File: config.mk
export PLATFORM = sky130hd
export DESIGN_NAME = ahb_bus_arbiter
export DESIGN_NICKNAME = d
export VERILOG_FILES = /design/src/rtl/ahb_bus_arbiter_pkg.sv /design/src/rtl/ahb_rr_priority_picker.sv /design/src/rtl/ahb_bus_arbiter.sv
export SDC_FILE = /design/constraint.sdc
export NUM_CORES = 1
export LEC_CHECK = 0
export CORE_AREA = 2 2 62 64
export DETAILED_ROUTE_END_ITERATION = 6
export DIE_AREA = 0 0 64 66
export GPL_TIMING_DRIVEN = 0
export PLACE_DENSITY_LB_ADDON = 0.15
export SLEW_MARGIN = 5
export SYNTH_ARGS = -nofsm -noshare
export SYNTH_HDL_FRONTEND = slang
export SYNTH_HIERARCHICAL = 1
export SYNTH_SLANG_ARGS = --single-unit
File: constraint.sdc
create_clock -name hclk -period 2.1 [get_ports hclk]
set_clock_uncertainty 0.15 [all_clocks]
set_input_delay 0.315 -clock hclk [delete_from_list [all_inputs] [get_ports hclk]]
set_output_delay 0.315 -clock hclk [all_outputs]
set_load 0.02 [all_outputs]
File: src/rtl/ahb_bus_arbiter_pkg.sv
`default_nettype none
// ============================================================================
// Package  : ahb_bus_arbiter_pkg
// Purpose  : Shared AHB types for the bus arbiter. Defines the transfer, burst,
//            response and arbiter-state encodings, the default master count,
//            and a helper that maps a burst type to its beat count.
// Revision : 1.0  initial release
// ============================================================================
package ahb_bus_arbiter_pkg;

  localparam int unsigned c_ahb_no_of_masters = 3;

  typedef enum logic [1:0] {
    HTRANS_IDLE   = 2'b00,
    HTRANS_BUSY   = 2'b01,
    HTRANS_NONSEQ = 2'b10,
    HTRANS_SEQ    = 2'b11
  } ahb_trans_e;

  typedef enum logic [2:0] {
    BURST_SINGLE = 3'b000,
    BURST_INCR   = 3'b001,
    BURST_WRAP4  = 3'b010,
    BURST_INCR4  = 3'b011,
    BURST_WRAP8  = 3'b100,
    BURST_INCR8  = 3'b101,
    BURST_WRAP16 = 3'b110,
    BURST_INCR16 = 3'b111
  } ahb_burst_e;

  typedef enum logic {
    HRESP_OKAY  = 1'b0,
    HRESP_ERROR = 1'b1
  } ahb_resp_e;

  typedef enum logic [1:0] {
    ARB_IDLE   = 2'b00,
    ARB_BURST  = 2'b01,
    ARB_LOCKED = 2'b10
  } ahb_arb_state_e;

  // Number of beats in a burst; 0 means unbounded (INCR).
  function automatic int burst_beats(input ahb_burst_e burst);
    case (burst)
      BURST_SINGLE:               return 1;
      BURST_WRAP4,  BURST_INCR4:  return 4;
      BURST_WRAP8,  BURST_INCR8:  return 8;
      BURST_WRAP16, BURST_INCR16: return 16;
      default:                    return 0;
    endcase
  endfunction

endpackage
`default_nettype wire

File: src/rtl/ahb_rr_priority_picker.sv
`default_nettype none
// ============================================================================
// Module   : ahb_rr_priority_picker
// Purpose  : Combinational round-robin picker. Finds the first set request
//            bit searching upward from ptr+1 (mod N), wrapping to ptr itself
//            last.
// Ports    : req   in  N  request vector
//            ptr   in  W  index of the most recent winner
//            grant out N  one-hot winner (all zero when valid=0)
//            idx   out W  index of the winner
//            valid out 1  at least one request is set
// Revision : 1.0  initial release
// ============================================================================
module ahb_rr_priority_picker #(
  parameter int unsigned N = 3,
  parameter int unsigned W = 2
) (
  input  logic [N-1:0] req,
  input  logic [W-1:0] ptr,
  output logic [N-1:0] grant,
  output logic [W-1:0] idx,
  output logic         valid
);

  // One extra bit so ptr+i (at most 2N-1) never overflows before the wrap.
  localparam int unsigned c_cw = W + 1;

  logic [c_cw-1:0] w_cand;

  always_comb begin
    grant  = '0;
    idx    = '0;
    valid  = 1'b0;
    w_cand = '0;
    for (int unsigned i = 1; i <= N; i++) begin
      w_cand = {1'b0, ptr} + c_cw'(i);
      if (w_cand >= c_cw'(N)) begin
        w_cand = w_cand - c_cw'(N);
      end
      if (!valid && req[w_cand[W-1:0]]) begin
        valid = 1'b1;
        idx   = w_cand[W-1:0];
      end
    end
    if (valid) begin
      grant[idx] = 1'b1;
    end
  end

endmodule
`default_nettype wire

File: src/rtl/ahb_bus_arbiter.sv
`default_nettype none
// ============================================================================
// Module   : ahb_bus_arbiter
// Purpose  : Round-robin AHB bus arbiter. Grants change only at arbitration
//            points (burst boundaries, IDLE transfers, INCR release, or after
//            an ERROR response); a locked owner keeps the bus.
// Ports    : hclk      in  1  bus clock
//            hresetn   in  1  asynchronous active-low reset
//            hbusreq   in  N  per-master bus request
//            hlock     in  N  per-master locked-sequence request
//            htrans    in  2  transfer type of the address-phase owner
//            hburst    in  3  burst type of the address-phase owner
//            hready    in  1  transfer completion
//            hresp     in  1  OKAY/ERROR
//            hgrant    out N  registered one-hot grant
//            hmaster   out W  address-phase owner ID
//            hmastlock out 1  address phase belongs to a locked sequence
// Revision : 1.0  initial release
// ============================================================================
module ahb_bus_arbiter
  import ahb_bus_arbiter_pkg::*;
#(
  parameter int unsigned NO_OF_MASTERS  = c_ahb_no_of_masters,
  parameter int unsigned HMASTER_WIDTH  = (NO_OF_MASTERS == 1) ? 1 : $clog2(NO_OF_MASTERS),
  parameter int unsigned DEFAULT_MASTER = 0
) (
  input  logic                     hclk,
  input  logic                     hresetn,
  input  logic [NO_OF_MASTERS-1:0] hbusreq,
  input  logic [NO_OF_MASTERS-1:0] hlock,
  input  logic [1:0]               htrans,
  input  logic [2:0]               hburst,
  input  logic                     hready,
  input  logic                     hresp,
  output logic [NO_OF_MASTERS-1:0] hgrant,
  output logic [HMASTER_WIDTH-1:0] hmaster,
  output logic                     hmastlock
);

  localparam logic [HMASTER_WIDTH-1:0] c_default_idx   = HMASTER_WIDTH'(DEFAULT_MASTER);
  localparam logic [NO_OF_MASTERS-1:0] c_default_grant = NO_OF_MASTERS'(1) << DEFAULT_MASTER;

  ahb_arb_state_e           r_state, w_next_state;
  // The round-robin pointer always equals the granted index, so one register
  // serves both roles.
  logic [HMASTER_WIDTH-1:0] r_grant_idx, w_next_idx;
  logic [NO_OF_MASTERS-1:0] r_hgrant, w_next_grant;
  logic [4:0]               r_beat_cnt;
  logic                     r_err_prev;
  logic [HMASTER_WIDTH-1:0] r_hmaster;
  logic                     r_hmastlock;

  logic                     w_beat;
  logic [4:0]               w_beat_num;
  logic [4:0]               w_limit;
  logic                     w_last;
  logic                     w_incr_release;
  logic                     w_ap;
  logic [NO_OF_MASTERS-1:0] w_pick_grant;
  logic [HMASTER_WIDTH-1:0] w_pick_idx;
  logic                     w_pick_valid;

  ahb_rr_priority_picker #(
    .N (NO_OF_MASTERS),
    .W (HMASTER_WIDTH)
  ) u_picker (
    .req   (hbusreq),
    .ptr   (r_grant_idx),
    .grant (w_pick_grant),
    .idx   (w_pick_idx),
    .valid (w_pick_valid)
  );

  assign w_beat     = hready && (htrans == HTRANS_NONSEQ || htrans == HTRANS_SEQ);
  // Ordinal of the beat completing this cycle (meaningful only when w_beat).
  assign w_beat_num = (htrans == HTRANS_NONSEQ) ? 5'd1 : r_beat_cnt + 5'd1;
  assign w_limit    = 5'(burst_beats(ahb_burst_e'(hburst)));
  assign w_last     = w_beat && (w_limit != 5'd0) && (w_beat_num == w_limit);
  assign w_incr_release = (hburst == BURST_INCR) && (htrans == HTRANS_NONSEQ)
                          && !hbusreq[r_grant_idx];
  // r_err_prev marks the first (hready=0) cycle of a two-cycle ERROR response;
  // the bus is re-arbitrated as the response completes.
  assign w_ap = hready && ((htrans == HTRANS_IDLE) || w_last || w_incr_release || r_err_prev);

  always_comb begin
    w_next_state = r_state;
    w_next_idx   = r_grant_idx;
    w_next_grant = r_hgrant;
    if (w_ap) begin
      if (hlock[r_grant_idx]) begin
        w_next_state = ARB_LOCKED;
      end else begin
        w_next_state = ARB_IDLE;
        if (w_pick_valid) begin
          w_next_idx   = w_pick_idx;
          w_next_grant = w_pick_grant;
        end else begin
          w_next_idx   = c_default_idx;
          w_next_grant = c_default_grant;
        end
      end
    end else if (r_state == ARB_IDLE && w_beat) begin
      w_next_state = ARB_BURST;
    end
  end

  always_ff @(posedge hclk or negedge hresetn) begin
    if (!hresetn) begin
      r_state     <= ARB_IDLE;
      r_grant_idx <= c_default_idx;
      r_hgrant    <= c_default_grant;
      r_beat_cnt  <= 5'd0;
      r_err_prev  <= 1'b0;
      r_hmaster   <= c_default_idx;
      r_hmastlock <= 1'b0;
    end else begin
      r_state     <= w_next_state;
      r_grant_idx <= w_next_idx;
      r_hgrant    <= w_next_grant;
      r_err_prev  <= (hresp == HRESP_ERROR) && !hready;
      if (w_beat) begin
        r_beat_cnt <= w_beat_num;
      end
      // The address phase advances only on hready, so the owner ID follows
      // the grant one ready cycle late.
      if (hready) begin
        r_hmaster   <= r_grant_idx;
        r_hmastlock <= hlock[r_grant_idx];
      end
    end
  end

  assign hgrant    = r_hgrant;
  assign hmaster   = r_hmaster;
  assign hmastlock = r_hmastlock;

endmodule
`default_nettype wire

# After elaboration in Yosys (flattened, before gate mapping)
# Index checks and enable logic that the tools add are counted.
# word_totals
ram_bits	0
reg_bits	14
wordCells	83
mem_bits_ro	0
in_bits	15
latch_bits	0
n_memories	0
# op_classes
n_mul	0
n_shift	0
addsub	7
bitwise_logic	1
n_eq_ne	10
mux	25
n_reduce_logical	25
div	0
order_cmp	9
# ops
op	n
$pmux W5 S4	1
$lt A2 B3 Y1 const B	5
$mux W2	7
$eq A3 B3 Y1 const B	4
$bmux W1 S2	5
$logic_and A1 B1 Y1	10
$ge A3 B2 Y1 const B	3
$mux W1	9
$add A2 B2 Y3 const B	2
$eq A3 B2 Y1 const B	2
$reduce_or A2 Y1	3
$sub A2 B2 Y2 const B	3
$add A5 B1 Y5 const B	1
$eq A5 B5 Y1	1
$mux W5	1
$reduce_bool A5 Y1	1
$eq A2 B2 Y1 const B	2
$logic_not A1 Y1	4
$logic_or A1 B1 Y1	4
$add A2 B1 Y3 const B	1
$eq A3 B1 Y1 const B	1
$logic_not A3 Y1	1
$mux W3	1
$demux W1 S2	1
4 further kinds	4

# Logic depth before layout (Yosys ltp)
# depth
word_depth	17
ltp_mapped	9
ltp_nobuf	8

# By module
# Netlist, hierarchy kept.
# modules_own_cells
mod	n_inst	area_each_um2	cells_each	seq_area_each_um2
ahb_bus_arbiter	1	924.6	91	351.6
ahb_rr_priority_picker	1	225.2	31	0.0

# Least setup slack after synthesis
# Ideal clock, no wire load.
# synth_timing
path_kind	register to register
from	register r_grant_idx[0]
to	register r_hgrant[0] (netlist: hgrant[0])
n_path_buf	1
stages_incl_launch_ff	10
setup_ns	0.082
t_arrival_ns	2.066
setup_slack_ns	-0.198
period_less_slack_ns	2.298
cell_sequence	dfrtp_1 > inv_1 > ha_1 > buf_4 > mux2i_1 > o22ai_1 > a31o_4 > a31o_2 > nand2b_1 > mux2_4
# synth_between
elab_chain_len	17
word_cells_on_any_way	45
# synth_rtl
element	line_no	rtl
start: declaration	ahb_bus_arbiter.sv:46	logic [HMASTER_WIDTH-1:0] r_grant_idx, w_next_idx;
start signal: assignment	ahb_bus_arbiter.sv:110	r_grant_idx <= c_default_idx;
start signal: assignment	ahb_bus_arbiter.sv:118	r_grant_idx <= w_next_idx;
$add A2 B1 Y3	ahb_rr_priority_picker.sv:36	w_cand = {1'b0, ptr} + c_cw'(i);
$ge A3 B2 Y1 or $sub A2 B2 Y2 (tied branches)	ahb_rr_priority_picker.sv:37, ahb_rr_priority_picker.sv:38	
$mux W2	ahb_rr_priority_picker.sv:37	if (w_cand >= c_cw'(N)) begin
$bmux W1 S2	ahb_rr_priority_picker.sv:40	if (!valid && req[w_cand[W-1:0]]) begin
$mux W1 (implied by the code)	ahb_rr_priority_picker.sv:40	
$mux W1	ahb_rr_priority_picker.sv:40	
$logic_not A1 Y1	ahb_rr_priority_picker.sv:40	
$logic_and A1 B1 Y1	ahb_rr_priority_picker.sv:40	
[... 2 more ...]	n/a	
$logic_and A1 B1 Y1	ahb_rr_priority_picker.sv:40	
$mux W2 (*)	ahb_rr_priority_picker.sv:40	
$lt A2 B3 Y1 (implied by the code) or $ge A2 B1 Y1 (tied branches)	ahb_rr_priority_picker.sv:46	grant[idx] = 1'b1;
$logic_and A1 B1 Y1 (implied by the code)	ahb_rr_priority_picker.sv:46	
$mux W1 (implied by the code)	ahb_rr_priority_picker.sv:46	
$demux W1 S2 (*)	n/a	
net w_pick_grant[0]	ahb_bus_arbiter.sv:59	logic [NO_OF_MASTERS-1:0] w_pick_grant;
$mux W3 (*)	ahb_bus_arbiter.sv:94	if (w_pick_valid) begin
end signal: assignment	ahb_bus_arbiter.sv:111	r_hgrant <= c_default_grant;
end signal: assignment	ahb_bus_arbiter.sv:119	r_hgrant <= w_next_grant;
end: declaration	ahb_bus_arbiter.sv:47	logic [NO_OF_MASTERS-1:0] r_hgrant, w_next_grant;
# The timed path passes the listed nets; every way through them passes the cells marked *. The select of a mux whose other input is x is not followed.
# A chain may end at the register's enable or synchronous reset.

# Worst setup path after layout
# layout_timing
from	register r_grant_idx[1]
to	register r_hgrant[0] (netlist: hgrant[0])
# Same word-level chain as after synthesis.

==> flow_summary.yaml <==
worst_setup_path:
  crit_chain: "buf_4, ha_1, mux2i_1, o22ai_2, a31o_4, a31o_2, nand2b_4, mux2_4"
  r2r_slack_ns: -0.11
  slowest_delay_ns: 0.46
  critPathSlowestCell: "dfrtp_2"
  crit_path_start_kind: "register"
  required_ns: 2.17
  cp.arrival_ns: 2.28
  worstRegToRegCells: 8
  r2r_end: "hgrant[0]$_DFFE_PN1P_"
  cp_max_fo: 7
  end_kind: "register"
  worstReg2RegStart: "r_grant_idx[1]$_DFFE_PN0P_"
  critical_path_class: "reg2reg"
grt:
  grt_pass1_wl_um: 4680
  grt_pass1_vias: 1038
  grt_max_degree: 15
  antenna_found_initial: 0
  grt-ovfl-total: 0
  grt_use_total_pct: 13.9
cts:
  clk_pin_slew_worst_paths_ns: 0.09
  clk_path_buf_depth: 2
  htreeDepth: 1
  hold_buffers: 0
  clockRootBuffer: "clkbuf_4"
  clock_latency_ns: 0.28
  cts_tree: "done"
  numCtsBuffers: 3
  cts_sinks: 14
logic_synthesis:
  syn-num-nets: 141
  yosysWarningCount: 6
  yosysUniqueCellTypes: 46
  synth_area_um2: 1150
  synth_edf_count: 0
  async_reset_ff_share_pct: 100
  ys_seq_area_share_pct: 30.6
  synth_seq_cells: 14
  synthFlopType: "dfrtp_1"
  synth_area_per_cell_um2: 9.43
  syn_inst: 122
place:
  pre_cts_ws_ns: -0.459
  portBuffers: 19
  globalplace.congestion: 0.788
  post-dp-hpwl_um: 1900
route:
  wl_um: 2620
  dr_total_vias: 987
  drt_pre_antenna_iters: 4
  postRouteAntennaNets: 0
  wl_per_cell_um: 12.9
  drc: 0
  drt-initial-drc-count: 33
  vias_per_cell: 4.86
die:
  die_width_um: 64
  fp.dieArea_um2: 4220
  die_y_um: 66
  ios: 21
  coreArea_um2: 3550
  start_util_pct: 32.4
  num_rows: 22
worst_hold_path:
  hold_path.class: "in2async"
sta:
  final.setup.worst_slack_ns: -0.110
  rsz0062_at_grt: "true"
  hold_viol: 0
  finalMaxSlewViolations: 0
  slew_headroom_pct: 55.8
  hold_slack_ns: 0.276
  setup_viol: 5
  finalCriticalPeriod_ns: 2.21
  fmax_ghz: 0.453
  worst_slew_pin_slew_ns: 0.660
  period_share_pct: 105
layout:
  layout_commonest_cell: "clkdlybuf4s50_1"
  layout_common_cells: "15 x clkdlybuf4s50_1, 12 x nand2_1, 10 x dfrtp_1, 10 x buf_4"
  drive_gt1_share_pct: 29.7
  synthToLayoutAreaGrowth_pct: 39.5
  nets: 175
  antenna_cells: 0
run:
  max_cap_viol_count: 0
pwr:
  ir_drop_v: 0.000652
  power.density_nw_per_um2: 1220
  cellLeakagePower_nw: 0.664
outcome:
  outcome: "finished, violations left"
  violations: "setup timing"
[flip-flops by register name, summed over array words and instances, names as in the netlist]
| name | flops |
|---|---|
| r_beat_cnt | 5 |
| hgrant | 3 |
| hmaster | 2 |
| r_grant_idx | 2 |
| hmastlock | 1 |
| r_err_prev | 1 |
[where the power goes]
group | switching [W] | internal (W)
logic | 0.000617 | 0.000666
clock network | 0.0000936 | 0.000106
registers | 0.0000974 | 0.000380
total | 0.000808 | 0.00115
[through the flow]
stage                     utilization [%]  instance area, um^2  total power, W  setup TNS [ns]  std cells
after floorplan                         -                 1190         0.00128         -0.0656        122
after global placement               40.7                 1450         0.00156           -1.75        189
after detailed placement             40.7                 1450         0.00157           -1.83        189
after CTS                            43.8                 1560         0.00188          -0.184        202
after global routing                 45.2                 1600         0.00212          -0.714        203
final                                45.2                 1600         0.00196          -0.255        203
[critical path: cells and delay by family, from the launching register on]
family | cells | cell delay [ns]
compound gates | 3 | 0.55
fa+ha+maj | 1 | 0.22
buf+inv | 1 | 0.13
flops | 1 | 0.46
mux | 2 | 0.51
simple gates | 1 | 0.13
[synth_stat cells (2+ instances only)]
cell type,count,area share [%]
a2111oi_2,2,2.6
o211ai_1,3,2.0
mux2_2,2,2.0
nor2b_1,2,1.1
nand3_1,3,1.3
nand2_1,12,3.9
a21boi_0,2,1.3
xor2_1,2,1.5
mux2i_1,9,7.8
o22ai_1,2,1.1
inv_1,11,3.6
dfrtp_1,13,28
o31ai_1,3,2.0
nand2b_1,6,3.3
nand3b_1,3,2.0
a21oi_1,2,0.87
a21o_1,2,1.3
ha_1,4,4.4
o21ai_0,7,3.0
nor2_1,6,2.0
[what timing repair did]
| item | CTS | global route |
|---|---|---|
| pin swaps | 6 | 5 |
| setup endpoints to repair | 5 | 5 |
| setup buffers | 10 | 1 |
| gates resized for setup | 6 | 9 |
[per-layer routing]
layer,vias up,share of wire [%],track usage (%)
met2,13,50,24.3
li1,511,-,-
met1,461,46,17.3
met3,2,3.6,3.41
met5,-,0,0
met4,0,0.65,2.45
[area by class of cell]
class / count / area, um^2
Buffer: 1 / 11.3
Clock buffer: 4 / 36.3
Fill cell: 342 / 1950
Inverter: 11 / 41.3
Multi-Input combinational cell: 95 / 812
Sequential cell: 14 / 355
Tap cell: 48 / 60.1
Timing Repair Buffer: 30 / 288
[how the worst max path moves through the flow]
stage | from | to | slack [ns] | cells past startpoint
2_1_floorplan | r_beat_cnt[0]$_DFFE_PN0P_ | hgrant[0]$_DFFE_PN1P_ | -0.07 | 7
3_3_place_gp | hburst[1] | hgrant[0]$_DFFE_PN1P_ | -0.44 | 7
3_5_place_dp | htrans[1] | hgrant[0]$_DFFE_PN1P_ | -0.46 | 7
4_1_cts | r_beat_cnt[0]$_DFFE_PN0P_ | hgrant[0]$_DFFE_PN1P_ | -0.12 | 7
5_1_grt | r_grant_idx[1]$_DFFE_PN0P_ | hgrant[0]$_DFFE_PN1P_ | -0.20 | 8
6_report | r_grant_idx[1]$_DFFE_PN0P_ | hgrant[0]$_DFFE_PN1P_ | -0.11 | 8
[logic make-up after synthesis]
group | count (synthesis) | share of synthesized area, %
DFF | 14 | 30.6
adders and majority gates | 4 | 4.35
and+or+nand+nor | 41 | 19.8
buffers and inverters | 13 | 5.22
muxes | 12 | 11.1
xor gates and xnor gates | 4 | 3.70
AOI/OAI and AO/OA | 34 | 25.2
No activity file was read; power rests on OpenSTA's default activity.
